`config.mk`:
```
export PLATFORM = sky130hd
export DESIGN_NAME = apb_master_ctrl_flat
export DESIGN_NICKNAME = d
export VERILOG_FILES = /design/src/rtl/apb_master_ctrl_if.sv /design/src/rtl/apb_master_ctrl.sv /design/src/flat_wrapper.sv
export SDC_FILE = /design/constraint.sdc
export NUM_CORES = 1
export LEC_CHECK = 0
export ABC_AREA = 1
export BUFFER_PORTS_ARGS = -buffer_cell sky130_fd_sc_hd__buf_2
export CAP_MARGIN = 5
export CORE_MARGIN = 3
export CORE_UTILIZATION = 29
export DETAILED_ROUTE_END_ITERATION = 16
export HOLD_SLACK_MARGIN = 0.05
export SYNTH_ARGS = -nofsm -noshare
export SYNTH_HDL_FRONTEND = slang
export SYNTH_SLANG_ARGS = --single-unit
```
`constraint.sdc`:
```
create_clock -name PCLK -period 2.29 [get_ports PCLK]
set_clock_uncertainty 0.2 [all_clocks]
set_input_delay 0.458 -clock PCLK [delete_from_list [all_inputs] [get_ports PCLK]]
set_output_delay 0.458 -clock PCLK [all_outputs]
set_load 0.05 [all_outputs]
```
`src/rtl/apb_master_ctrl_if.sv`:
```
// APB initiator bundle: command/response port plus APB request/completion.
// master = initiator view, slave = sequencer/target view.
interface apb_master_ctrl_if #(
    parameter int AW = 8,
    parameter int DW = 8
);
    logic          cmd_valid;
    logic          cmd_ready;
    logic          cmd_write;
    logic [AW-1:0] cmd_addr;
    logic [DW-1:0] cmd_wdata;
    logic          rsp_valid;
    logic          rsp_ready;
    logic [DW-1:0] rsp_rdata;
    logic          rsp_err;
    logic          rsp_timeout;
    logic          PSEL;
    logic          PENABLE;
    logic          PWRITE;
    logic [AW-1:0] PADDR;
    logic [DW-1:0] PWDATA;
    logic [DW-1:0] PRDATA;
    logic          PREADY;
    logic          PSLVERR;

    modport master (
        input  cmd_valid, cmd_write, cmd_addr, cmd_wdata,
        input  rsp_ready,
        input  PRDATA, PREADY, PSLVERR,
        output cmd_ready,
        output rsp_valid, rsp_rdata, rsp_err, rsp_timeout,
        output PSEL, PENABLE, PWRITE, PADDR, PWDATA
    );

    modport slave (
        output cmd_valid, cmd_write, cmd_addr, cmd_wdata,
        output rsp_ready,
        output PRDATA, PREADY, PSLVERR,
        input  cmd_ready,
        input  rsp_valid, rsp_rdata, rsp_err, rsp_timeout,
        input  PSEL, PENABLE, PWRITE, PADDR, PWDATA
    );
endinterface

```
`src/rtl/apb_master_ctrl.sv`:
```
// APB initiator: one command -> one SETUP/ACCESS transfer -> one response.
// Aborts the ACCESS phase after TIMEOUT_CYCLES without PREADY.
module apb_master_ctrl #(
    parameter int APB_ADDR_WIDTH = 8,
    parameter int APB_DATA_WIDTH = 8,
    parameter int TIMEOUT_CYCLES = 16
) (
    input  logic             PCLK,
    input  logic             PRESETN,
    apb_master_ctrl_if.master bus,
    output logic             busy
);
    localparam int AW = APB_ADDR_WIDTH;
    localparam int DW = APB_DATA_WIDTH;
    localparam int CW = (TIMEOUT_CYCLES > 0) ? $clog2(TIMEOUT_CYCLES + 1) : 1;
    localparam logic [CW-1:0] TMO_LAST =
        (TIMEOUT_CYCLES > 0) ? CW'(TIMEOUT_CYCLES - 1) : '0;

    typedef enum logic [1:0] {
        IDLE   = 2'd0,
        SETUP  = 2'd1,
        ACCESS = 2'd2,
        RESP   = 2'd3
    } state_e;

    state_e        state_q, state_d;
    logic          pwrite_q, pwrite_d;
    logic [AW-1:0] paddr_q, paddr_d;
    logic [DW-1:0] pwdata_q, pwdata_d;
    logic [DW-1:0] rdata_q, rdata_d;
    logic          err_q, err_d;
    logic          tmo_q, tmo_d;
    logic [CW-1:0] cnt_q, cnt_d;
    logic          tmo_hit;

    // cnt_q counts completed ACCESS cycles, so this is the last allowed one
    assign tmo_hit = (TIMEOUT_CYCLES != 0) && (cnt_q == TMO_LAST);

    // State register
    always_ff @(posedge PCLK or negedge PRESETN) begin
        if (!PRESETN) state_q <= IDLE;
        else          state_q <= state_d;
    end

    // Next-state logic
    always_comb begin
        state_d = state_q;
        unique case (state_q)
            IDLE:    if (bus.cmd_valid) state_d = SETUP;
            SETUP:   state_d = ACCESS;
            ACCESS:  if (bus.PREADY || tmo_hit) state_d = RESP;
            RESP:    if (bus.rsp_ready) state_d = IDLE;
            default: state_d = IDLE;
        endcase
    end

    // Request latch, timeout counter and response capture next values
    always_comb begin
        pwrite_d = pwrite_q;
        paddr_d  = paddr_q;
        pwdata_d = pwdata_q;
        rdata_d  = rdata_q;
        err_d    = err_q;
        tmo_d    = tmo_q;
        cnt_d    = cnt_q;
        unique case (state_q)
            IDLE: begin
                if (bus.cmd_valid) begin
                    pwrite_d = bus.cmd_write;
                    paddr_d  = bus.cmd_addr;
                    pwdata_d = bus.cmd_wdata;
                    cnt_d    = '0;
                end
            end
            ACCESS: begin
                if (cnt_q != '1) cnt_d = cnt_q + CW'(1);
                if (bus.PREADY) begin
                    err_d   = bus.PSLVERR;
                    tmo_d   = 1'b0;
                    rdata_d = pwrite_q ? '0 : bus.PRDATA;
                end else if (tmo_hit) begin
                    err_d   = 1'b1;
                    tmo_d   = 1'b1;
                    rdata_d = '0;
                end
            end
            default: ;
        endcase
    end

    // Datapath registers
    always_ff @(posedge PCLK or negedge PRESETN) begin
        if (!PRESETN) begin
            pwrite_q <= 1'b0;
            paddr_q  <= '0;
            pwdata_q <= '0;
            rdata_q  <= '0;
            err_q    <= 1'b0;
            tmo_q    <= 1'b0;
            cnt_q    <= '0;
        end else begin
            pwrite_q <= pwrite_d;
            paddr_q  <= paddr_d;
            pwdata_q <= pwdata_d;
            rdata_q  <= rdata_d;
            err_q    <= err_d;
            tmo_q    <= tmo_d;
            cnt_q    <= cnt_d;
        end
    end

    // Outputs decoded from state; cmd_ready is masked while in reset
    always_comb begin
        bus.cmd_ready   = PRESETN && (state_q == IDLE);
        bus.PSEL        = (state_q == SETUP) || (state_q == ACCESS);
        bus.PENABLE     = (state_q == ACCESS);
        bus.rsp_valid   = (state_q == RESP);
        bus.PWRITE      = pwrite_q;
        bus.PADDR       = paddr_q;
        bus.PWDATA      = pwdata_q;
        bus.rsp_rdata   = rdata_q;
        bus.rsp_err     = err_q;
        bus.rsp_timeout = tmo_q;
        busy            = (state_q != IDLE);
    end
endmodule

```
`src/flat_wrapper.sv`:
```
// flat-port wrapper written by rule: the top's interface ports become plain ports
module apb_master_ctrl_flat 
#(
    parameter int APB_ADDR_WIDTH = 8,
    parameter int APB_DATA_WIDTH = 8,
    parameter int TIMEOUT_CYCLES = 16
)
  (PCLK, PRESETN, busy, bus_cmd_valid, bus_cmd_write, bus_cmd_addr, bus_cmd_wdata, bus_rsp_ready, bus_PRDATA, bus_PREADY, bus_PSLVERR, bus_cmd_ready, bus_rsp_valid, bus_rsp_rdata, bus_rsp_err, bus_rsp_timeout, bus_PSEL, bus_PENABLE, bus_PWRITE, bus_PADDR, bus_PWDATA);
  apb_master_ctrl_if #(.AW((8)), .DW((8))) bus_i ();
  input  logic PCLK;
  input  logic PRESETN;
  output logic busy;
  input wire logic [$bits(bus_i.cmd_valid)-1:0] bus_cmd_valid;
  input wire logic [$bits(bus_i.cmd_write)-1:0] bus_cmd_write;
  input wire logic [$bits(bus_i.cmd_addr)-1:0] bus_cmd_addr;
  input wire logic [$bits(bus_i.cmd_wdata)-1:0] bus_cmd_wdata;
  input wire logic [$bits(bus_i.rsp_ready)-1:0] bus_rsp_ready;
  input wire logic [$bits(bus_i.PRDATA)-1:0] bus_PRDATA;
  input wire logic [$bits(bus_i.PREADY)-1:0] bus_PREADY;
  input wire logic [$bits(bus_i.PSLVERR)-1:0] bus_PSLVERR;
  output wire logic [$bits(bus_i.cmd_ready)-1:0] bus_cmd_ready;
  output wire logic [$bits(bus_i.rsp_valid)-1:0] bus_rsp_valid;
  output wire logic [$bits(bus_i.rsp_rdata)-1:0] bus_rsp_rdata;
  output wire logic [$bits(bus_i.rsp_err)-1:0] bus_rsp_err;
  output wire logic [$bits(bus_i.rsp_timeout)-1:0] bus_rsp_timeout;
  output wire logic [$bits(bus_i.PSEL)-1:0] bus_PSEL;
  output wire logic [$bits(bus_i.PENABLE)-1:0] bus_PENABLE;
  output wire logic [$bits(bus_i.PWRITE)-1:0] bus_PWRITE;
  output wire logic [$bits(bus_i.PADDR)-1:0] bus_PADDR;
  output wire logic [$bits(bus_i.PWDATA)-1:0] bus_PWDATA;
  assign bus_i.cmd_valid = bus_cmd_valid;
  assign bus_i.cmd_write = bus_cmd_write;
  assign bus_i.cmd_addr = bus_cmd_addr;
  assign bus_i.cmd_wdata = bus_cmd_wdata;
  assign bus_i.rsp_ready = bus_rsp_ready;
  assign bus_i.PRDATA = bus_PRDATA;
  assign bus_i.PREADY = bus_PREADY;
  assign bus_i.PSLVERR = bus_PSLVERR;
  assign bus_cmd_ready = bus_i.cmd_ready;
  assign bus_rsp_valid = bus_i.rsp_valid;
  assign bus_rsp_rdata = bus_i.rsp_rdata;
  assign bus_rsp_err = bus_i.rsp_err;
  assign bus_rsp_timeout = bus_i.rsp_timeout;
  assign bus_PSEL = bus_i.PSEL;
  assign bus_PENABLE = bus_i.PENABLE;
  assign bus_PWRITE = bus_i.PWRITE;
  assign bus_PADDR = bus_i.PADDR;
  assign bus_PWDATA = bus_i.PWDATA;
  apb_master_ctrl #(.APB_ADDR_WIDTH(APB_ADDR_WIDTH), .APB_DATA_WIDTH(APB_DATA_WIDTH), .TIMEOUT_CYCLES(TIMEOUT_CYCLES)) u_core (.PCLK(PCLK), .PRESETN(PRESETN), .bus(bus_i), .busy(busy));
endmodule
```
**Word level (Yosys, flattened, before mapping)**

Index checks and enable logic that the tools add are counted.

- Register bits: 34
- Latch bits: 0
- Bits in writable memories: 0
- ROM bits: 0
- Input bits: 31
- Logic and storage cells: 42
- Memories: 0

- Add/sub/neg operators: 1
- Multiply operators: 0
- Div/mod/pow operators: 0
- Order comparisons: 0
- Equal/unequal tests: 9
- Shifts and indexed selects: 0
- Mux-type cells: 13
- Bitwise gates (word level): 0
- Reduce and logical (&&, ||, !) cells: 11

Operators with widths:

| cell | count |
|---|---|
| $mux W8 | 3 |
| $mux W5 | 2 |
| $pmux W5 S2 | 1 |
| $pmux W2 S4 | 1 |
| $mux W2 | 3 |
| $reduce_and A3 Y1 | 2 |
| $reduce_bool A2 Y1 | 3 |
| $add A5 B1 Y5 const B | 1 |
| $eq A5 B4 Y1 const B | 1 |
| $ne A5 B5 Y1 const B | 1 |
| $eq A2 B2 Y1 const B | 2 |
| $ne A2 B1 Y1 const B | 2 |
| $ne A2 B2 Y1 const B | 2 |
| $reduce_and A2 Y1 | 2 |
| $mux W1 | 3 |
| $eq A2 B1 Y1 const B | 1 |
| $logic_not A2 Y1 | 1 |
| $logic_or A1 B1 Y1 | 2 |
| $logic_and A1 B1 Y1 | 1 |

**Depth between registers and ports, before layout**

- Word-level depth: 4
- Mapped depth: 9
- Mapped depth without buffers: 9

**Least setup slack after synthesis**

OpenSTA, ideal clock, no wires.

- Path kind: register to register
- Start point: reg u_core.state_q[0]
- End point: reg u_core.rdata_q[0], in the netlist u_core.bus.rsp_rdata[0]
- Data arrival time: 1.709 ns
- Required time: 2.024 ns
- Path slack: 0.315 ns
- Stages on the path, launching flop included: 9
- Clock period less this slack: 1.975 ns
- Path through: dfrtp_1 -> inv_1 -> ha_1 -> buf_2 -> inv_1 -> a21oi_1 -> buf_2 -> nand3_1 -> nand2_1

- Cells in the longest elaborated chain, start to end: 2

RTL lines:

| what | line | source |
|---|---|---|
| start, declared | apb_master_ctrl.sv:26 | `state_e state_q, state_d;` |
| start signal, assigned | apb_master_ctrl.sv:42 | `else state_q <= state_d;` |
| $eq A2 B2 Y1 | -- |  |
| named net bus_PENABLE | flat_wrapper.sv:27 | `output wire logic [$bits(bus_i.PENABLE)-1:0] bus_PENABLE;` |
| $reduce_and A2 Y1 (no source line) | -- |  |
| end signal, assigned | apb_master_ctrl.sv:105 | `rdata_q <= rdata_d;` |
| end, declared | apb_master_ctrl.sv:30 | `logic [DW-1:0] rdata_q, rdata_d;` |

The timed path passes the listed nets, and every way through them passes these cells.
A chain may end at the register's enable or synchronous reset.

**Final worst setup path**

- Start point: in PRESETN
- End point: out bus_cmd_ready

- Cells in the longest elaborated chain, start to end: 1

RTL lines:

| what | line | source |
|---|---|---|
| start, declared | flat_wrapper.sv:11 | `input logic PRESETN;` |
| $logic_and A1 B1 Y1 | apb_master_ctrl.sv:114 | `bus.cmd_ready = PRESETN && (state_q == IDLE);` |
| end, declared | flat_wrapper.sv:21 | `output wire logic [$bits(bus_i.cmd_ready)-1:0] bus_cmd_ready;` |

No other way between the ends.

==> results.json <==
{
  "ys_seq_area_share_pct": 56.0,
  "sw_frac_of_total_pct": 50.9,
  "cts.sinks": 34,
  "ios": 63,
  "final_nets": 245,
  "setup_tns_ns": 0,
  "firstDrtPassIters": 4,
  "intPower_w": 0.00161,
  "rows": 25,
  "ys.flop_type": "dfrtp_1",
  "p_seq_share_pct": 29.8,
  "critPathArrivalTime_ns": 1.45,
  "yosysUniqueCellTypes": 19,
  "r2r_start": "u_core.cnt_q[0]",
  "die_width_um": 78.4,
  "final_core_utilization_pct": 41.4,
  "clock_power_share_pct": 13.8,
  "dp_hpwl_um": 2390,
  "syn_area_per_cell_um2": 11.1,
  "initial_core_util_pct": 31.2,
  "min_from": "bus_cmd_addr[7]",
  "cts_buffers": 5,
  "postCtsSetupBuffers": 0,
  "gp_congestion": 0.806,
  "required_ns": 1.63,
  "synth_area_leader_cell": "dfrtp_1",
  "status": "finished, final reports clean",
  "cts_tree": "built",
  "hp-class": "in -> reg",
  "post-route-drc-count": 0,
  "power.switching_w": 0.00167,
  "clk_pin_slew_ns": 0.07,
  "grt-ovfl-total": 0,
  "ys_ff_latch": 34,
  "hold_violations": 0,
  "routedWlPerCell_um": 11.4,
  "cts_root_buf": "clkbuf_8",
  "peakVddDrop_mv": 0.744,
  "synth_edf_count": 0,
  "postSynth.asyncResetShare_pct": 100,
  "cts_buffer_depth": 2,
  "grt_first_pass_wirelength_um": 5240,
  "grt_pass1_vias": 1125,
  "dr.first_iter.drc_count": 50,
  "grt_max_degree": 35,
  "critPathLaunchType": "input pin",
  "setup_viol_count_final": 0,
  "die_y_um": 78.4,
  "holdPathStages": 2,
  "worst_pin_slew_ns": 0.519,
  "layout_min_cycle_time_ns": 2.11,
  "routed_wl_um": 3140,
  "drv_slew": 0,
  "slew_headroom_pct": 65.2,
  "synth_most_common_cell": "dfrtp_1",
  "place_worst_setup_slack_ns": 0.349,
  "grt_usage_pct": 10.9,
  "area_growth_pct": 32.9,
  "drive_gt1_share_pct": 43.8,
  "crit_fanout": 2,
  "antenna_found_initial": 0,
  "maxCapViolations": 0,
  "synth_common_cells": "dfrtp_1 (34), nand2_1 (32), nand3_1 (14)",
  "crit_start": "PRESETN",
  "p_leak_nw": 1.11,
  "p_comb_share_pct": 56.5,
  "syn_nets": 175,
  "critPathKind": "in -> out",
  "fin_crit_sh_pct": 92.2,
  "synth_area_leaders": "dfrtp_1 (56%), mux2_4 (9.9%), nand2_1 (7.9%)",
  "syn_inst": 137,
  "fmax_mhz": 474,
  "io_buffers": 62,
  "fin_ws_ns": 0.178,
  "vias_per_cell": 4.19,
  "clk_latency_ns": 0.28,
  "end_kind": "primary output",
  "final_antenna_net_count": 0,
  "synth_top_area_share_pct": 56.0,
  "rr_worst_depth": 9,
  "rsz0062_at_grt": "false",
  "h-tree-depth": 2,
  "dieArea_mm2": 0.00615,
  "yosys_warnings": 0,
  "netlist_area_mm2": 0.00152,
  "core_area_mm2": 0.00488,
  "num_vias": 1152,
  "powerDensity_mw_per_mm2": 1630,
  "diodes": 0
}
critical path, stage by stage:
cell           delay, ns
dlygate4sd3_1       0.52
buf_2               0.12
nand2_1             0.06
inv_1               0.05
buf_2               0.25
repair_timing:
| item | CTS | global route |
|---|---|---|
| endpoints found under the hold margin | 34 | 0 |
| hold buffers | 1 | 0 |
| resized for setup | 0 | 0 |
| setup endpoints to repair | 0 | 0 |
cells in the final DEF (no fill, tap or decap):
cell / instances
nand2_1: 32
clkinvlp_4: 1
dfrtp_1: 34
mux2_2: 6
nand3_1: 14
dlygate4sd3_1: 1
nand2_2: 1
nand4_1: 1
o211ai_1: 1
clkbuf_8: 6
mux2_1: 1
ha_1: 7
o21ai_0: 6
or2_2: 1
o22a_1: 1
buf_2: 62
mux2_4: 10
buf_4: 3
nor2_1: 4
a21oi_1: 1
o21a_1: 1
inv_1: 13
clkinv_2: 1
path summary, 6_finish.rpt:
check / end / slack (ns)
worst max-delay path: bus_cmd_ready / 0.18
worst min-delay path: u_core.bus.PADDR[7] / 0.19
worst max register to register: u_core.bus.rsp_rdata[5] / 0.35
worst min register to register: u_core.bus.rsp_rdata[3] / 0.28
max in group asynchronous: u_core.bus.rsp_rdata[2] / 1.02
min in group asynchronous: u_core.cnt_q[3] / 0.56
stage by stage:
| stage | area, µm² | std cells | hold slack (ns) | total power [W] |
|---|---|---|---|---|
| after detailed placement | 1920 | 266 | 0.264 | 0.00287 |
| after CTS | 2020 | 275 | 0.182 | 0.00334 |
| final | 2020 | 275 | 0.192 | 0.00329 |
| after floorplan | 1520 | 137 | -0.0376 | 0.00246 |
| after global routing | 2020 | 275 | 0.180 | 0.00350 |
| after global placement | 1920 | 266 | 0.260 | 0.00285 |
cell families (layout without fill, tap and decap cells):
| logic type | count (synthesis) | in the layout | share of synthesized area (%) |
|---|---|---|---|
| and+or+nand+nor | 53 | 53 | 14.7 |
| DFF | 34 | 34 | 56.0 |
| muxes | 17 | 17 | 15.1 |
| buffers and inverters | 16 | 87 | 4.61 |
| AOI/OAI and AO/OA | 10 | 10 | 3.87 |
| adders and majority gates | 7 | 7 | 5.76 |
power groups by stage:
stage | sequential, W | clock [W] | combinational (W)
after floorplan | 0.00170 | 0 | 0.000766
after global placement | 0.000986 | 0 | 0.00187
after detailed placement | 0.000984 | 0 | 0.00188
after CTS | 0.000981 | 0.000477 | 0.00188
after global routing | 0.00102 | 0.000501 | 0.00198
final | 0.000978 | 0.000452 | 0.00186
area by class of cell:
cell class / count / area (µm²)
fillers: 504 / 2860
flip-flops and latches: 34 / 851
multi-input cells: 87 / 599
repair buffers: 66 / 343
well taps: 67 / 83.8
clock buffers: 6 / 82.6
inverters: 13 / 48.8
clock inverters: 2 / 12.5
state kept, by name (all words and copies together), names as in the netlist:
signal,count
u_core.bus.PWRITE,1
u_core.bus.rsp_rdata,8
u_core.bus.PADDR,8
u_core.cnt_q,5
u_core.state_q,2
u_core.bus.rsp_timeout,1
u_core.bus.rsp_err,1
u_core.bus.PWDATA,8
layer usage:
metal,vias up,track usage (%),part of all wire (%)
met5,-,0,0
met4,0,4.20,0.76
met3,5,3.78,8.1
met2,44,16.5,45
met1,517,14.4,46
li1,586,-,-
Power figures use the tool's default switching activity.
